**config.mk**
```make
export PLATFORM = sky130hd
export DESIGN_NAME = mem_lsu_stage_flat
export DESIGN_NICKNAME = d
export VERILOG_FILES = /design/src/rtl/mem_lsu_if.sv /design/src/rtl/mem_lsu_stage.sv /design/src/flat_wrapper.sv
export SDC_FILE = /design/constraint.sdc
export NUM_CORES = 1
export LEC_CHECK = 0
export CORE_UTILIZATION = 40
export DETAILED_ROUTE_END_ITERATION = 6
export GPL_TIMING_DRIVEN = 0
export MAX_ROUTING_LAYER = met4
export PLACE_DENSITY_LB_ADDON = 0.12
export REMOVE_ABC_BUFFERS = 1
export SETUP_SLACK_MARGIN = 0.2
export SLEW_MARGIN = 20
export SYNTH_ARGS = -nofsm -noshare
export SYNTH_HDL_FRONTEND = slang
export SYNTH_SLANG_ARGS = --single-unit
```
**constraint.sdc**
```tcl
create_clock -name clk -period 5.1 [get_ports clk]
set_input_delay 0.765 -clock clk [delete_from_list [all_inputs] [get_ports clk]]
set_output_delay 0.765 -clock clk [all_outputs]
set_load 0.03 [all_outputs]
```
**src/rtl/mem_lsu_if.sv**
```systemverilog
// Data-memory request/response bus between the MEM stage and the AXI master wrapper.
// Signal names keep the LSU-side direction suffix so both ends read the same.
interface mem_lsu_if #(
   parameter int XLEN          = 32,
   parameter int AXI_DATA_BITS = 32
);
   logic                         req_valid_o;
   logic                         req_ready_i;
   logic                         req_we_o;
   logic [XLEN-1:0]              req_addr_o;
   logic [AXI_DATA_BITS/8-1:0]   req_wstrb_o;
   logic [AXI_DATA_BITS-1:0]     req_wdata_o;
   logic                         resp_valid_i;
   logic [AXI_DATA_BITS-1:0]     resp_rdata_i;
   logic                         resp_err_i;

   modport master (
      output req_valid_o, req_we_o, req_addr_o, req_wstrb_o, req_wdata_o,
      input  req_ready_i, resp_valid_i, resp_rdata_i, resp_err_i
   );

   modport slave (
      input  req_valid_o, req_we_o, req_addr_o, req_wstrb_o, req_wdata_o,
      output req_ready_i, resp_valid_i, resp_rdata_i, resp_err_i
   );
endinterface

```
**src/rtl/mem_lsu_stage.sv**
```systemverilog
// RV32I MEM stage: turns EX/MEM loads/stores into a lane-aligned valid/ready memory
// transaction, stalls until the response, extends load data, flags misalign/bus errors.
module mem_lsu_stage #(
   parameter int XLEN           = 32,
   parameter int AXI_DATA_BITS  = 32,
   parameter int TIMEOUT_CYCLES = 255,
   parameter bit MISALIGN_CHECK = 1'b1
) (
   input  logic                clk,
   input  logic                rst,
   input  logic [XLEN-1:0]     mem_addr_i,
   input  logic                mem_ren_i,
   input  logic                mem_wen_i,
   input  logic [2:0]          mem_funct3_i,
   input  logic [XLEN-1:0]     mem_wdata_i,
   mem_lsu_if.master           bus,
   output logic [XLEN-1:0]     mem_rdata_o,
   output logic                stall_o,
   output logic                misalign_o,
   output logic                bus_err_o
);
   localparam int SW = AXI_DATA_BITS / 8;
   localparam int CW = (TIMEOUT_CYCLES > 1) ? $clog2(TIMEOUT_CYCLES) : 1;
   localparam logic [CW-1:0] TO_LAST = CW'((TIMEOUT_CYCLES > 0) ? TIMEOUT_CYCLES - 1 : 0);

   typedef enum logic [1:0] {IDLE, REQ, WAIT, DONE} state_t;

   state_t                   state_q, state_d;
   logic                     we_q;
   logic [XLEN-1:0]          addr_q;
   logic [SW-1:0]            strb_q;
   logic [AXI_DATA_BITS-1:0] wdata_q;
   logic [2:0]               f3_q;
   logic [1:0]               off_q;
   logic [XLEN-1:0]          rdata_q;
   logic                     bus_err_q;
   logic [CW-1:0]            cnt_q;

   // Unsupported funct3 encodings (011/110/111) fall into the word case.
   logic is_b, is_h, is_w, access, misalign, timeout;
   logic [1:0] off;
   logic [SW-1:0] strb;
   logic [AXI_DATA_BITS-1:0] wdata_rep, rsh;
   logic [XLEN-1:0] ext;

   assign is_b     = (mem_funct3_i[1:0] == 2'b00);
   assign is_h     = (mem_funct3_i[1:0] == 2'b01);
   assign is_w     = !is_b && !is_h;
   assign access   = mem_ren_i || mem_wen_i;
   assign misalign = MISALIGN_CHECK &&
                     ((is_h && mem_addr_i[0]) || (is_w && (mem_addr_i[1:0] != 2'b00)));
   // Forcing the offset aligned also covers the MISALIGN_CHECK=0 case.
   assign off      = is_w ? 2'b00 : (is_h ? {mem_addr_i[1], 1'b0} : mem_addr_i[1:0]);
   assign timeout  = (TIMEOUT_CYCLES != 0) && (cnt_q == TO_LAST);

   always_comb begin
      strb      = '0;
      wdata_rep = mem_wdata_i;
      if (is_b) begin
         wdata_rep = {4{mem_wdata_i[7:0]}};
         if (mem_wen_i) strb = SW'(4'b0001 << off);
      end else if (is_h) begin
         wdata_rep = {2{mem_wdata_i[15:0]}};
         if (mem_wen_i) strb = SW'(4'b0011 << off);
      end else if (mem_wen_i) begin
         strb = '1;
      end
   end

   assign rsh = bus.resp_rdata_i >> {off_q, 3'b000};

   always_comb begin
      case (f3_q[1:0])
         2'b00:   ext = f3_q[2] ? {{(XLEN-8){1'b0}}, rsh[7:0]}
                                : {{(XLEN-8){rsh[7]}}, rsh[7:0]};
         2'b01:   ext = f3_q[2] ? {{(XLEN-16){1'b0}}, rsh[15:0]}
                                : {{(XLEN-16){rsh[15]}}, rsh[15:0]};
         default: ext = rsh;
      endcase
   end

   always_ff @(posedge clk or posedge rst) begin
      if (rst) state_q <= IDLE;
      else     state_q <= state_d;
   end

   always_comb begin
      state_d = state_q;
      case (state_q)
         IDLE: if (access && !misalign) state_d = REQ;
         REQ:  if (bus.req_ready_i)     state_d = WAIT;
         WAIT: if (bus.resp_valid_i || timeout) state_d = DONE;
         DONE: state_d = IDLE;
         default: state_d = IDLE;
      endcase
   end

   always_comb begin
      bus.req_valid_o = (state_q == REQ);
      stall_o         = (state_q == REQ) || (state_q == WAIT) ||
                        ((state_q == IDLE) && access && !misalign);
      misalign_o      = (state_q == IDLE) && access && misalign;
   end

   always_ff @(posedge clk or posedge rst) begin
      if (rst) begin
         we_q      <= 1'b0;
         addr_q    <= '0;
         strb_q    <= '0;
         wdata_q   <= '0;
         f3_q      <= '0;
         off_q     <= '0;
         rdata_q   <= '0;
         bus_err_q <= 1'b0;
         cnt_q     <= '0;
      end else begin
         bus_err_q <= 1'b0;
         case (state_q)
            IDLE: if (access) begin
               if (misalign) begin
                  rdata_q <= '0;
               end else begin
                  we_q    <= mem_wen_i;
                  addr_q  <= {mem_addr_i[XLEN-1:2], 2'b00};
                  strb_q  <= strb;
                  wdata_q <= wdata_rep;
                  f3_q    <= mem_funct3_i;
                  off_q   <= off;
               end
            end
            REQ: if (bus.req_ready_i) cnt_q <= '0;
            WAIT: begin
               cnt_q <= cnt_q + CW'(1);
               if (bus.resp_valid_i) begin
                  if (!we_q) rdata_q <= ext;
                  bus_err_q <= bus.resp_err_i;
               end else if (timeout) begin
                  bus_err_q <= 1'b1;
                  rdata_q   <= '0;
               end
            end
            default: ;
         endcase
      end
   end

   assign bus.req_we_o    = we_q;
   assign bus.req_addr_o  = addr_q;
   assign bus.req_wstrb_o = strb_q;
   assign bus.req_wdata_o = wdata_q;
   assign mem_rdata_o     = rdata_q;
   assign bus_err_o       = bus_err_q;
endmodule

```
**src/flat_wrapper.sv**
```systemverilog
// flat-port wrapper written by rule: the top's interface ports become plain ports
module mem_lsu_stage_flat 
#(
   parameter int XLEN           = 32,
   parameter int AXI_DATA_BITS  = 32,
   parameter int TIMEOUT_CYCLES = 255,
   parameter bit MISALIGN_CHECK = 1'b1
)
  (clk, rst, mem_addr_i, mem_ren_i, mem_wen_i, mem_funct3_i, mem_wdata_i, mem_rdata_o, stall_o, misalign_o, bus_err_o, bus_req_valid_o, bus_req_we_o, bus_req_addr_o, bus_req_wstrb_o, bus_req_wdata_o, bus_req_ready_i, bus_resp_valid_i, bus_resp_rdata_i, bus_resp_err_i);
  mem_lsu_if #(.XLEN(XLEN), .AXI_DATA_BITS(AXI_DATA_BITS)) bus_i ();
  input  logic clk;
  input  logic rst;
  input  logic [XLEN-1:0] mem_addr_i;
  input  logic mem_ren_i;
  input  logic mem_wen_i;
  input  logic [2:0] mem_funct3_i;
  input  logic [XLEN-1:0] mem_wdata_i;
  output logic [XLEN-1:0] mem_rdata_o;
  output logic stall_o;
  output logic misalign_o;
  output logic bus_err_o;
  output wire logic [$bits(bus_i.req_valid_o)-1:0] bus_req_valid_o;
  output wire logic [$bits(bus_i.req_we_o)-1:0] bus_req_we_o;
  output wire logic [$bits(bus_i.req_addr_o)-1:0] bus_req_addr_o;
  output wire logic [$bits(bus_i.req_wstrb_o)-1:0] bus_req_wstrb_o;
  output wire logic [$bits(bus_i.req_wdata_o)-1:0] bus_req_wdata_o;
  input wire logic [$bits(bus_i.req_ready_i)-1:0] bus_req_ready_i;
  input wire logic [$bits(bus_i.resp_valid_i)-1:0] bus_resp_valid_i;
  input wire logic [$bits(bus_i.resp_rdata_i)-1:0] bus_resp_rdata_i;
  input wire logic [$bits(bus_i.resp_err_i)-1:0] bus_resp_err_i;
  assign bus_req_valid_o = bus_i.req_valid_o;
  assign bus_req_we_o = bus_i.req_we_o;
  assign bus_req_addr_o = bus_i.req_addr_o;
  assign bus_req_wstrb_o = bus_i.req_wstrb_o;
  assign bus_req_wdata_o = bus_i.req_wdata_o;
  assign bus_i.req_ready_i = bus_req_ready_i;
  assign bus_i.resp_valid_i = bus_resp_valid_i;
  assign bus_i.resp_rdata_i = bus_resp_rdata_i;
  assign bus_i.resp_err_i = bus_resp_err_i;
  mem_lsu_stage #(.XLEN(XLEN), .AXI_DATA_BITS(AXI_DATA_BITS), .TIMEOUT_CYCLES(TIMEOUT_CYCLES), .MISALIGN_CHECK(MISALIGN_CHECK)) u_core (.clk(clk), .rst(rst), .mem_addr_i(mem_addr_i), .mem_ren_i(mem_ren_i), .mem_wen_i(mem_wen_i), .mem_funct3_i(mem_funct3_i), .mem_wdata_i(mem_wdata_i), .bus(bus_i), .mem_rdata_o(mem_rdata_o), .stall_o(stall_o), .misalign_o(misalign_o), .bus_err_o(bus_err_o));
endmodule
```
# Word-level counts from Yosys, hierarchy flattened

Index checks and enable logic that the tools add are counted.

Bits in registers: 115
Input bits: 106
Output and inout port bits: 105
Word-level logic and storage cells: 80

Add/subtract/negate cells: 1
Equal/unequal tests: 13
Shift-type cells: 3
Muxes and demuxes: 27
Bitwise logic cells: 1
Reductions and logical operators: 25

Operators by type and width:

| operator                                                                 | count |
|---|---|
| 32-bit 2-to-1 mux                                                        | 9 |
| 32-bit one-hot mux with 2 select lines                                   | 2 |
| 32-bit by 5-bit >> shifter with 32-bit output                            | 1 |
| 4-bit 2-to-1 mux                                                         | 5 |
| 8-bit one-hot mux with 2 select lines                                    | 1 |
| 2-bit by 1-bit inequality test with 1-bit output (second input constant) | 5 |
| 8-bit by 1-bit adder with 8-bit output (second input constant)           | 1 |
| 8-bit == test (second input constant)                                    | 1 |
| 2-bit 2-to-1 mux                                                         | 4 |
| 8-bit 2-to-1 mux                                                         | 1 |
| 2-bit one-hot mux with 4 select lines                                    | 1 |
| 1-bit logical AND                                                        | 7 |
| 2-bit by 1-bit == test with 1-bit output (second input constant)         | 3 |
| 2-bit logical NOT                                                        | 3 |
| 3-bit AND reduction                                                      | 2 |
| 2-bit nonzero test                                                       | 3 |
| 1-bit logical OR                                                         | 5 |
| 5-bit AND reduction                                                      | 1 |
| 2-bit == test (second input constant)                                    | 2 |
| 1-bit 2-to-1 mux                                                         | 4 |
| 1-bit by 2-bit left shift with 4-bit output (first input constant)       | 1 |
| 2-bit by 2-bit left shift with 4-bit output (first input constant)       | 1 |
| 1-bit logical NOT                                                        | 3 |
| 3-bit by 2-bit inequality test with 1-bit output (second input constant) | 1 |
| 3 further kinds                                                          | 3 |

# Longest topological paths before layout

Gate-level depths: netlist of run 1.

Depth after elaboration: 9
Depth in mapped cells: 8
Gate-level depth less buffers: 6

# Worst setup path before layout of run 1

Ideal clock, no wire load.

Kind: input -> output
Start point: input mem_wen_i
End point: output stall_o
Arrival: 1837 ps
Required time: 4335 ps
Slack: 2498 ps
Cell stages on the path: 5
Path buffers: 2
Path through: o21ai_0 > o21bai_1 > buf_2 > buf_2 > nand2b_1

Word-level cells in the longest chain between the ends: 4

RTL lines:

| what                           | line                 | RTL |
|---|---|---|
| from (decl)                    | flat_wrapper.sv:15   | `input logic mem_wen_i;` |
| 1-bit logical OR               | mem_lsu_stage.sv:49  | `assign access = mem_ren_i \|\| mem_wen_i;` |
| 1-bit logical AND (2 in a row) | mem_lsu_stage.sv:101 | `((state_q == IDLE) && access && !misalign);` |
| 1-bit logical OR               | mem_lsu_stage.sv:100 | `stall_o = (state_q == REQ) \|\| (state_q == WAIT) \|\|` |
| to (decl)                      | flat_wrapper.sv:19   | `output logic stall_o;` |

Every way passes these cells.

# Worst setup path in the final report of run 1

Start point: input mem_funct3_i[0]
End point: output stall_o

Word-level cells in the longest chain between the ends: 8
Elaborated cells on any way between the ends: 11
Classes of those cells: 1 x eq/ne; 10 x reduce/logical

RTL lines:

| what                                                                          | line                                     | RTL |
|---|---|---|
| from (decl)                                                                   | flat_wrapper.sv:16                       | `input logic [2:0] mem_funct3_i;` |
| 2-bit by 1-bit == test with 1-bit output or 2-bit logical NOT (tied branches) | mem_lsu_stage.sv:47, mem_lsu_stage.sv:46 |  |
| 1-bit logical NOT                                                             | mem_lsu_stage.sv:48                      | `assign is_w = !is_b && !is_h;` |
| 1-bit logical AND                                                             | mem_lsu_stage.sv:48                      |  |
| 1-bit logical AND                                                             | mem_lsu_stage.sv:51                      | `((is_h && mem_addr_i[0]) \|\| (is_w && (mem_addr_i[1:0] != 2'b00)));` |
| 1-bit logical OR *                                                            | mem_lsu_stage.sv:51                      |  |
| 1-bit logical NOT *                                                           | mem_lsu_stage.sv:101                     |  |
| 1-bit logical AND *                                                           | mem_lsu_stage.sv:101                     |  |
| 1-bit logical OR *                                                            | mem_lsu_stage.sv:100                     |  |

Every way passes the cells marked *; elsewhere a longest branch is shown, timed or not.

==> results of run 1 <==
[registers in the layout, summed over array words and instances, names as in the netlist]
register,flops
u_core.off_q,2
u_core.bus.req_we_o,1
u_core.bus.req_wdata_o,32
u_core.bus_err_o,1
u_core.cnt_q,8
u_core.f3_q,3
u_core.mem_rdata_o,32
u_core.bus.req_wstrb_o,4
u_core.bus.req_addr_o,30
u_core.state_q,2
[routing by layer]
metal / share of wire [%] / vias up / global-route usage [%]
li1: - / 2163 / -
met4: 1.8 / 0 / 9.22
met3: 7.2 / 25 / 7.14
met1: 43 / 2198 / 27.8
met5: 0 / - / -
met2: 48 / 167 / 34.4
[cell families after synthesis]
kind of cell | count (synthesis)
adders and majority gates | 5
muxes | 94
xor gates and xnor gates | 4
and+or+nand+nor | 109
AOI/OAI and AO/OA | 124
buffers and inverters | 41
DFF | 115
other | 1
[power breakdown]
| group | internal [mW] | switching, mW |
|---|---|---|
| clock | 0.715 | 0.401 |
| sequential | 1.29 | 0.307 |
| combinational | 1.20 | 1.42 |
| total | 3.20 | 2.12 |
[path summary, 6_finish.rpt]
check,start,end,cells after the start
worst min-delay path,u_core.bus.req_wdata_o[26],u_core.bus.req_wdata_o[26],2
min in group asynchronous,rst,u_core.bus.req_addr_o[19],2
worst max-delay path,mem_funct3_i[0],stall_o,5
worst min register to register,u_core.bus.req_wdata_o[26],u_core.bus.req_wdata_o[26],2
max in group asynchronous,rst,u_core.bus.req_wdata_o[24],3
worst max register to register,u_core.off_q[1],u_core.mem_rdata_o[20],4
[cell type report]
cell class | instances | share of cell area, %
sequential | 115 | 34.4
multi-input combinational | 338 | 29.7
timing repair buffer | 213 | 26.4
clock buffer | 26 | 5.96
tap | 176 | 2.63
clock inverter | 5 | 0.598
inverter | 7 | 0.373
[stage by stage]
step / power (mW) / area (um^2) / utilization (%)
global placement: 4.14 / 7670 / 57.4
finish: 5.33 / 8380 / 62.7
detailed placement: 4.23 / 7830 / 58.6
global route: 5.62 / 8380 / 62.7
floorplan: 3.11 / 5360 / -
CTS: 5.38 / 8380 / 62.7
[synthesized netlist by cell type (all sizes together) (3+ instances only)]
library cell    n  share of area, %
a22o           25               4.1
nor2           19               1.3
a21oi          19               1.7
buf            18               1.8
nand2          56               3.8
xor2            3              0.48
ha              5               1.1
clkbuf         16               1.1
mux2           53                11
dfrtp         115                52
mux2i          40               7.3
a211oi         15               2.0
nor2b          13               1.5
inv             7              0.48
nand4           4              0.45
nand2b          4              0.45
o21ai          51               4.6
[worst max-delay path, delay by kind of cell]
family	cells	cell delay, ns
AOI/OAI and AO/OA	1	0.31
buffers and inverters	2	1.51
and+or+nand+nor	2	1.06
==> flow_summary.yaml, run 1 <==
timing:
  setup_violations: 0
  fmax_ghz: 0.226
  relSlewSlack_pct: 39.9
  fin_crit_ns: 4.42
  finalHoldViolCount: 0
  rsz0062_at_grt: "no"
  final.setup.tns_ns: 0
  holdWs_ns: 0.474
  worst_slew_pin_slew_ns: 0.900
  fin_crit_sh_pct: 86.6
  fin_ws_ns: 0.684
  final-max-slew-violation-count: 0
  skew_ns: 0.00800
placed_design:
  pre_cts_slack_ns: 0.615
  port_buffers: 208
  dp_hpwl_um: 10400
  dp.cells: 849
  gp_congestion: 0.762
routing:
  dr.pass1.iters: 4
  vias: 4553
  drt-vias-per-instance: 5.17
  drc: 0
  wl_per_cell_um: 16.8
  ant_nets: 0
  totalWireLength_um: 14800
  first_iter_violations: 277
clock_network:
  hold_buffers: 0
  cts_made_buffers: 17
  clock_sinks: 115
  cts_setup_buffers: 0
  post_cts_resized: 0
  clkLatencyLatePin_ns: 0.42
  clk_path_buf_depth: 2
  clock-root-buffer: "clkbuf_16"
  cts_tree: "yes"
  cts_htree_levels: 4
  clkSlewWorstSetupHoldPaths_ns: 0.05
floorplanning:
  start_util_pct: 41.3
  chipHeight_um: 119
  die_w_um: 119
  die_area_um2: 14300
  rows: 42
  design.core.area_um2: 13300
  io_pins: 211
job:
  maxCapViolations: 0
synth:
  synthSimpleGateAreaFrac_pct: 9.18
  synth_top_family_by_area: "multiplexers"
  ys_seq_elements: 115
  synthXorXnorAreaFrac_pct: 0.635
  syn_avg_cell_area_um2: 11.2
  postSynth.asyncResetShare_pct: 100
  synth_compound_area_share_pct: 15.0
  ys_warn_count: 0
  synth-edff-count: 0
  synthCells: 493
  synth_cell_types: 48
  synth_seq_area_share_pct: 52.1
  synth-main-ff-cell: "dfrtp_1"
  synthAdderAreaFrac_pct: 1.13
  syn_area_um2: 5520
  synthMuxAreaShare_pct: 18.5
hold_path:
  hold_path_class: "reg -> reg"
critical_path:
  critical_path_arrival_ns: 3.65
  path_max_fanout: 13
  slowest_delay_ns: 0.91
  path_cells: "clkdlybuf4s50_1 > nor2_2 > o21bai_4 > nand2b_1 > clkdlybuf4s50_1"
  required_ns: 4.34
  crit_path_end_kind: "output port"
  worstSetupPathType: "in -> out"
  start_kind: "primary input"
  crit_top_cell: "clkdlybuf4s50_1"
  rrSetupSlack_ns: 2.56
  cp_slowest_cell: "nor2_2"
global_route:
  grt_overflow_total: 0
  grt_pass1_wl_um: 24300
  antenna_found_initial: 0
  grt_start_max_net_pins: 67
  grt_pass1_vias: 4782
  grt_usage_pct: 22.6
pwr:
  leakage_nw: 3.56
  ir_drop_mv: 0.392
  p_per_area_nw_per_um2: 636
cells_and_area:
  multi_input_area_um2: 2490
  regArea_um2: 2880
  final_common_cell: "clkdlybuf4s50_1"
  nets: 803
  n_antenna_cell: 0
  fin_cells: 880
  layout_common_cells: "clkdlybuf4s50_1, dfrtp_1, nand2_1"
  area_growth_pct: 51.8
  fillers: 1137
  drive_above_1_share_pct: 14.2
status:
  status: "complete, no violations"
Note: power is estimated with default switching activity, not from simulation.
==> inputs of run 2 (changes only) <==
- ABC_AREA: not set -> 1
- CORE_UTILIZATION: 40 -> 45
==> run 2 against run 1 <==
Net effect: non-clock buffer count shrank 1; fmax grew 5.9%; sequential power is essentially flat; clock-buffer cell count shrank 5.
==> flow_summary.yaml, run 2 <==
status:
  status: "complete, no violations"
floorplanning:
  start_util_pct: 46.4
  design.core.area_um2: 12700
  die_w_um: 116
  die_area_um2: 13500
  rows: 41
  chipHeight_um: 116
  io_pins: 211
synth:
  syn_area_um2: 5880
  ys_seq_elements: 115
  post-synth-top-count-cell: "nand2_1"
  synth_top_family_by_area: "simple AND/OR/NAND/NOR gates"
  netlist_top_cells_count: "nand2_1, dfrtp_1, nand3_1"
  synthAdderAreaFrac_pct: 1.06
  synth_cell_types: 34
  postSynth.asyncResetShare_pct: 100
  synthMuxAreaShare_pct: 0
  synthSimpleGateAreaFrac_pct: 35.9
  synth_compound_area_share_pct: 6.85
  synth_top_cell_area_share_pct: 48.9
  synth-main-ff-cell: "dfrtp_1"
  ys_warn_count: 0
  yosys.area.top_type: "dfrtp_1"
  synth_seq_area_share_pct: 48.9
  synthXorXnorAreaFrac_pct: 0
  synthCells: 774
  synth-edff-count: 0
  synthTopCellsByArea: "dfrtp_1, nand2_1, nand3_1"
  syn_avg_cell_area_um2: 7.60
critical_path:
  crit_path_end_kind: "output port"
  cp_slowest_cell: "clkdlybuf4s50_1"
  path_cells: "dlymetal6s2s_1 > inv_2 > nand2_2 > nand2_2 > nand3_2 > nor2_4 > or2_2 > clkdlybuf4s50_1"
  path_max_fanout: 21
  critical_path_arrival_ns: 3.41
  rr_endpoint: "u_core.bus.req_wdata_o[17]"
  crit_top_cell: "nand2_2"
  required_ns: 4.34
  worst_r2r_startpoint: "u_core.state_q[1]"
  start_kind: "primary input"
  worstSetupPathType: "in -> out"
  slowest_delay_ns: 0.66
  reg2regPathDepth: 9
  rrSetupSlack_ns: 2.53
timing:
  relSlewSlack_pct: 26.9
  worst_slew_pin_slew_ns: 1.10
  rsz0062_at_grt: "no"
  skew_ns: 0.00866
  final.setup.tns_ns: 0
  finalHoldViolCount: 0
  fin_crit_sh_pct: 81.8
  fin_crit_ns: 4.17
  final-max-slew-violation-count: 0
  fmax_ghz: 0.240
  setup_violations: 0
clock_network:
  clk_path_buf_depth: 2
  cts_made_buffers: 17
  clock_sinks: 115
  clkSlewWorstSetupHoldPaths_ns: 0.06
  cts_tree: "yes"
  clock-root-buffer: "clkbuf_16"
  cts_setup_buffers: 0
  cts_htree_levels: 4
  clkLatencyLatePin_ns: 0.41
routing:
  dr.pass1.iters: 4
  drc: 0
  first_iter_violations: 354
  vias: 5583
  ant_nets: 0
  wl_per_cell_um: 14.1
  totalWireLength_um: 16100
  drt-vias-per-instance: 4.87
pwr:
  leakage_nw: 4.16
  ir_drop_mv: 0.325
  p_per_area_nw_per_um2: 640
hold_path:
  min_to: "u_core.bus.req_addr_o[20]"
  hold_path_class: "reg -> reg"
  whs_path_depth: 2
  min_from: "u_core.bus.req_addr_o[20]"
placed_design:
  port_buffers: 208
  dp_hpwl_um: 10800
  gp_congestion: 0.830
  dp.cells: 1114
cells_and_area:
  multi_input_area_um2: 2590
  area_growth_pct: 45.3
  fin_cells: 1146
  final_common_cell: "nand2_1"
  n_antenna_cell: 0
  layout_common_cells: "nand2_1, clkdlybuf4s50_1, dfrtp_1"
  nets: 1073
  regArea_um2: 2880
  fillers: 1150
  drive_above_1_share_pct: 6.06
global_route:
  grt_start_max_net_pins: 73
  grt_pass1_vias: 5184
  grt_overflow_total: 0
  grt_pass1_wl_um: 25000
  antenna_found_initial: 0
  grt_usage_pct: 24.8
job:
  maxCapViolations: 0
run 2: cells by family (layout without fill, tap and decap cells):
| group | Yosys count | after routing |
|---|---|---|
| buffers and inverters | 78 | 276 |
| AND/OR/NAND/NOR | 505 | 506 |
| AO/OA/AOI/OAI | 70 | 70 |
| flip-flops | 115 | 115 |
| adder cells (fa/ha/maj) | 5 | 5 |
| other | 1 | 2 |
run 2: worst max-delay path, delay by kind of cell:
kind | cells | cell delay, ns
simple gates | 5 | 1.20
buf+inv | 3 | 1.43
run 2: final cells by class:
cell class,instances,area share (%)
clock buffers,21,5.27
clock inverters,10,1.01
inverters,33,1.54
multi-input cells,583,30.3
flip-flops and latches,115,33.7
well taps,172,2.52
repair buffers,212,25.7
run 2: power by group:
part           leakage, nW  switching, mW  internal [mW]  total (mW)
combinational         2.42           1.74           1.07        2.82
clock                0.258          0.406          0.674        1.08
sequential            1.48          0.268           1.30        1.57
total                 4.16           2.42           3.05        5.47
run 2: repair_timing:
action / 4_1_cts / 5_1_grt
gates resized for setup: 0 / 1
endpoints found under the hold margin: 0 / 0
setup endpoints to repair: 0 / 1
hold buffers: 0 / 0
run 2: how the worst max path moves through the flow:
stage	from	end	slack [ns]	cells after the start
4_1_cts	mem_funct3_i[1]	stall_o	0.24	8
2_1_floorplan	rst	u_core.bus.req_addr_o[10]	1.29	1
3_3_place_gp	mem_funct3_i[1]	stall_o	-0.82	8
5_1_grt	mem_funct3_i[1]	stall_o	0.74	8
6_report	mem_funct3_i[1]	stall_o	0.93	8
3_5_place_dp	mem_funct3_i[1]	stall_o	0.24	8
run 2: through the flow:
stage	total power [mW]	util, %	setup slack, ns	area [um^2]	hold slack, ns
finish	5.47	67.5	0.929	8550	0.467
global route	5.83	67.5	0.739	8550	0.489
CTS	5.51	67.4	0.238	8540	0.470
detailed placement	4.40	63.2	0.238	8000	0.457
global placement	4.33	62.3	-0.823	7890	0.452
floorplan	3.23	-	1.29	5590	0.467
run 2: metal layers:
layer	GRT usage, %	routed length, um
met1	30.0	7050
met2	40.4	7980
met3	6.54	932
met4	8.03	161
met5	-	0
==> inputs of run 3 (changes only) <==
- clock period: 5.1 -> 3.9 ns (I/O delays scaled with it)
==> run 3 against run 2 <==
Net effect: sequential share of layout area hardly changed; first-iteration DRC count is 3.1% lower; sequential power is 31% higher; via count is 0.43% higher; setup slack worse by 0.43 ns; clock skew is 0.00081 ns lower; final cell count hardly changed; routed wire length is 0.16% higher; final area hardly changed; critical path type unchanged; largest cell class unchanged.
==> flow_summary.yaml, run 3 (synthesized netlist as in run 2, its figures left out) <==
global_route:
  grt_usage_pct: 25.3
  grt_start_max_net_pins: 73
  grt_pass1_vias: 5224
  grt_overflow_total: 0
  grt_pass1_wl_um: 25300
  antenna_found_initial: 0
timing:
  fin_ws_ns: 0.496
  worst_slew_pin_slew_ns: 1.10
  holdWs_ns: 0.468
  relSlewSlack_pct: 26.6
  setup_violations: 0
  fmax_ghz: 0.294
  final.setup.tns_ns: 0
  rsz0062_at_grt: "no"
  fin_crit_sh_pct: 87.3
  final-max-slew-violation-count: 0
  finalHoldViolCount: 0
  fin_crit_ns: 3.40
  skew_ns: 0.00786
pwr:
  p_per_area_nw_per_um2: 836
  leakage_nw: 4.16
  ir_drop_mv: 0.424
  power.total_mw: 7.16
clock_network:
  clock-root-buffer: "clkbuf_16"
  cts_htree_levels: 4
  clk_path_buf_depth: 2
  cts_tree: "yes"
  clock_sinks: 115
  clkLatencyLatePin_ns: 0.41
  hold_buffers: 0
  clkSlewWorstSetupHoldPaths_ns: 0.05
  cts_made_buffers: 17
routing:
  ant_nets: 0
  drc: 0
  drt-vias-per-instance: 4.89
  vias: 5607
  totalWireLength_um: 16200
  dr.pass1.iters: 4
  first_iter_violations: 343
  wl_per_cell_um: 14.1
critical_path:
  path_max_fanout: 21
  start_kind: "primary input"
  critical_path_arrival_ns: 2.82
  crit_path_end_kind: "output port"
  worstSetupPathType: "in -> out"
  required_ns: 3.31
cells_and_area:
  n_antenna_cell: 0
  drive_above_1_share_pct: 6.26
  layout_common_cells: "nand2_1, clkdlybuf4s50_1, dfrtp_1"
  area_growth_pct: 45.4
  fin_cells: 1147
  nets: 1074
  utilization_pct: 67.5
  final_common_cell: "nand2_1"
  stdcell_area_um2: 8560
floorplanning:
  chipHeight_um: 116
  rows: 41
  io_pins: 211
  start_util_pct: 46.4
  die_w_um: 116
  design.core.area_um2: 12700
  die_area_um2: 13500
hold_path:
  hold_path_class: "reg -> reg"
placed_design:
  place_area_um2: 8000
  port_buffers: 208
  gp_congestion: 0.830
  pre_cts_slack_ns: -0.602
  dp.cells: 1114
  dp_hpwl_um: 10800
job:
  maxCapViolations: 0
status:
  status: "complete, no violations"
-- run 3: cell types whose count changed in the layout (fill, tap and decap cells not counted) --
cell             change
buf_4                +1
dlymetal6s2s_1       -1
clkdlybuf4s15_2      +1
-- run 3: critical path: stages --
cell	delay, ns
clkdlybuf4s15_2	0.51
inv_2	0.23
nand2_2	0.31
nand2_2	0.09
nand3_2	0.15
nor2_4	0.06
or2_2	0.28
clkdlybuf4s50_1	0.60
-- run 3: worst paths after layout --
check	slack (ns)	startpoint	to	cells past startpoint
setup / recovery	0.50	mem_funct3_i[1]	stall_o	8
hold / removal	0.47	u_core.bus.req_addr_o[20]	u_core.bus.req_addr_o[20]	2
setup reg to reg	1.29	u_core.state_q[0]	u_core.bus.req_wdata_o[17]	10
hold reg to reg	0.47	u_core.bus.req_addr_o[20]	u_core.bus.req_addr_o[20]	2
max in group asynchronous	2.64	rst	u_core.cnt_q[0]	3
min in group asynchronous	0.57	rst	u_core.bus.req_addr_o[27]	2
-- run 3: layout make-up --
type	count	area [um^2]
well taps	172	215
clock inverters	10	86.3
repair buffers	213	2200
multi-input cells	583	2590
clock buffers	21	450
inverters	33	131
flip-flops and latches	115	2880
fillers	1152	4120
-- run 3: power by group --
| group | internal [mW] | switching (mW) | leakage [nW] |
|---|---|---|---|
| registers | 1.70 | 0.351 | 1.48 |
| clock network | 0.881 | 0.532 | 0.258 |
| logic | 1.40 | 2.28 | 2.42 |
| total | 3.99 | 3.17 | 4.16 |
-- run 3: routing by layer --
layer,wire length [um],GRT usage (%)
met1,6900,30.3
met2,8070,41.6
met3,987,6.38
met4,196,8.03
met5,0,-
-- run 3: repair_timing --
item	CTS	global route
resized for setup	3	0
endpoints found under the setup margin	62	0
setup buffers	1	0
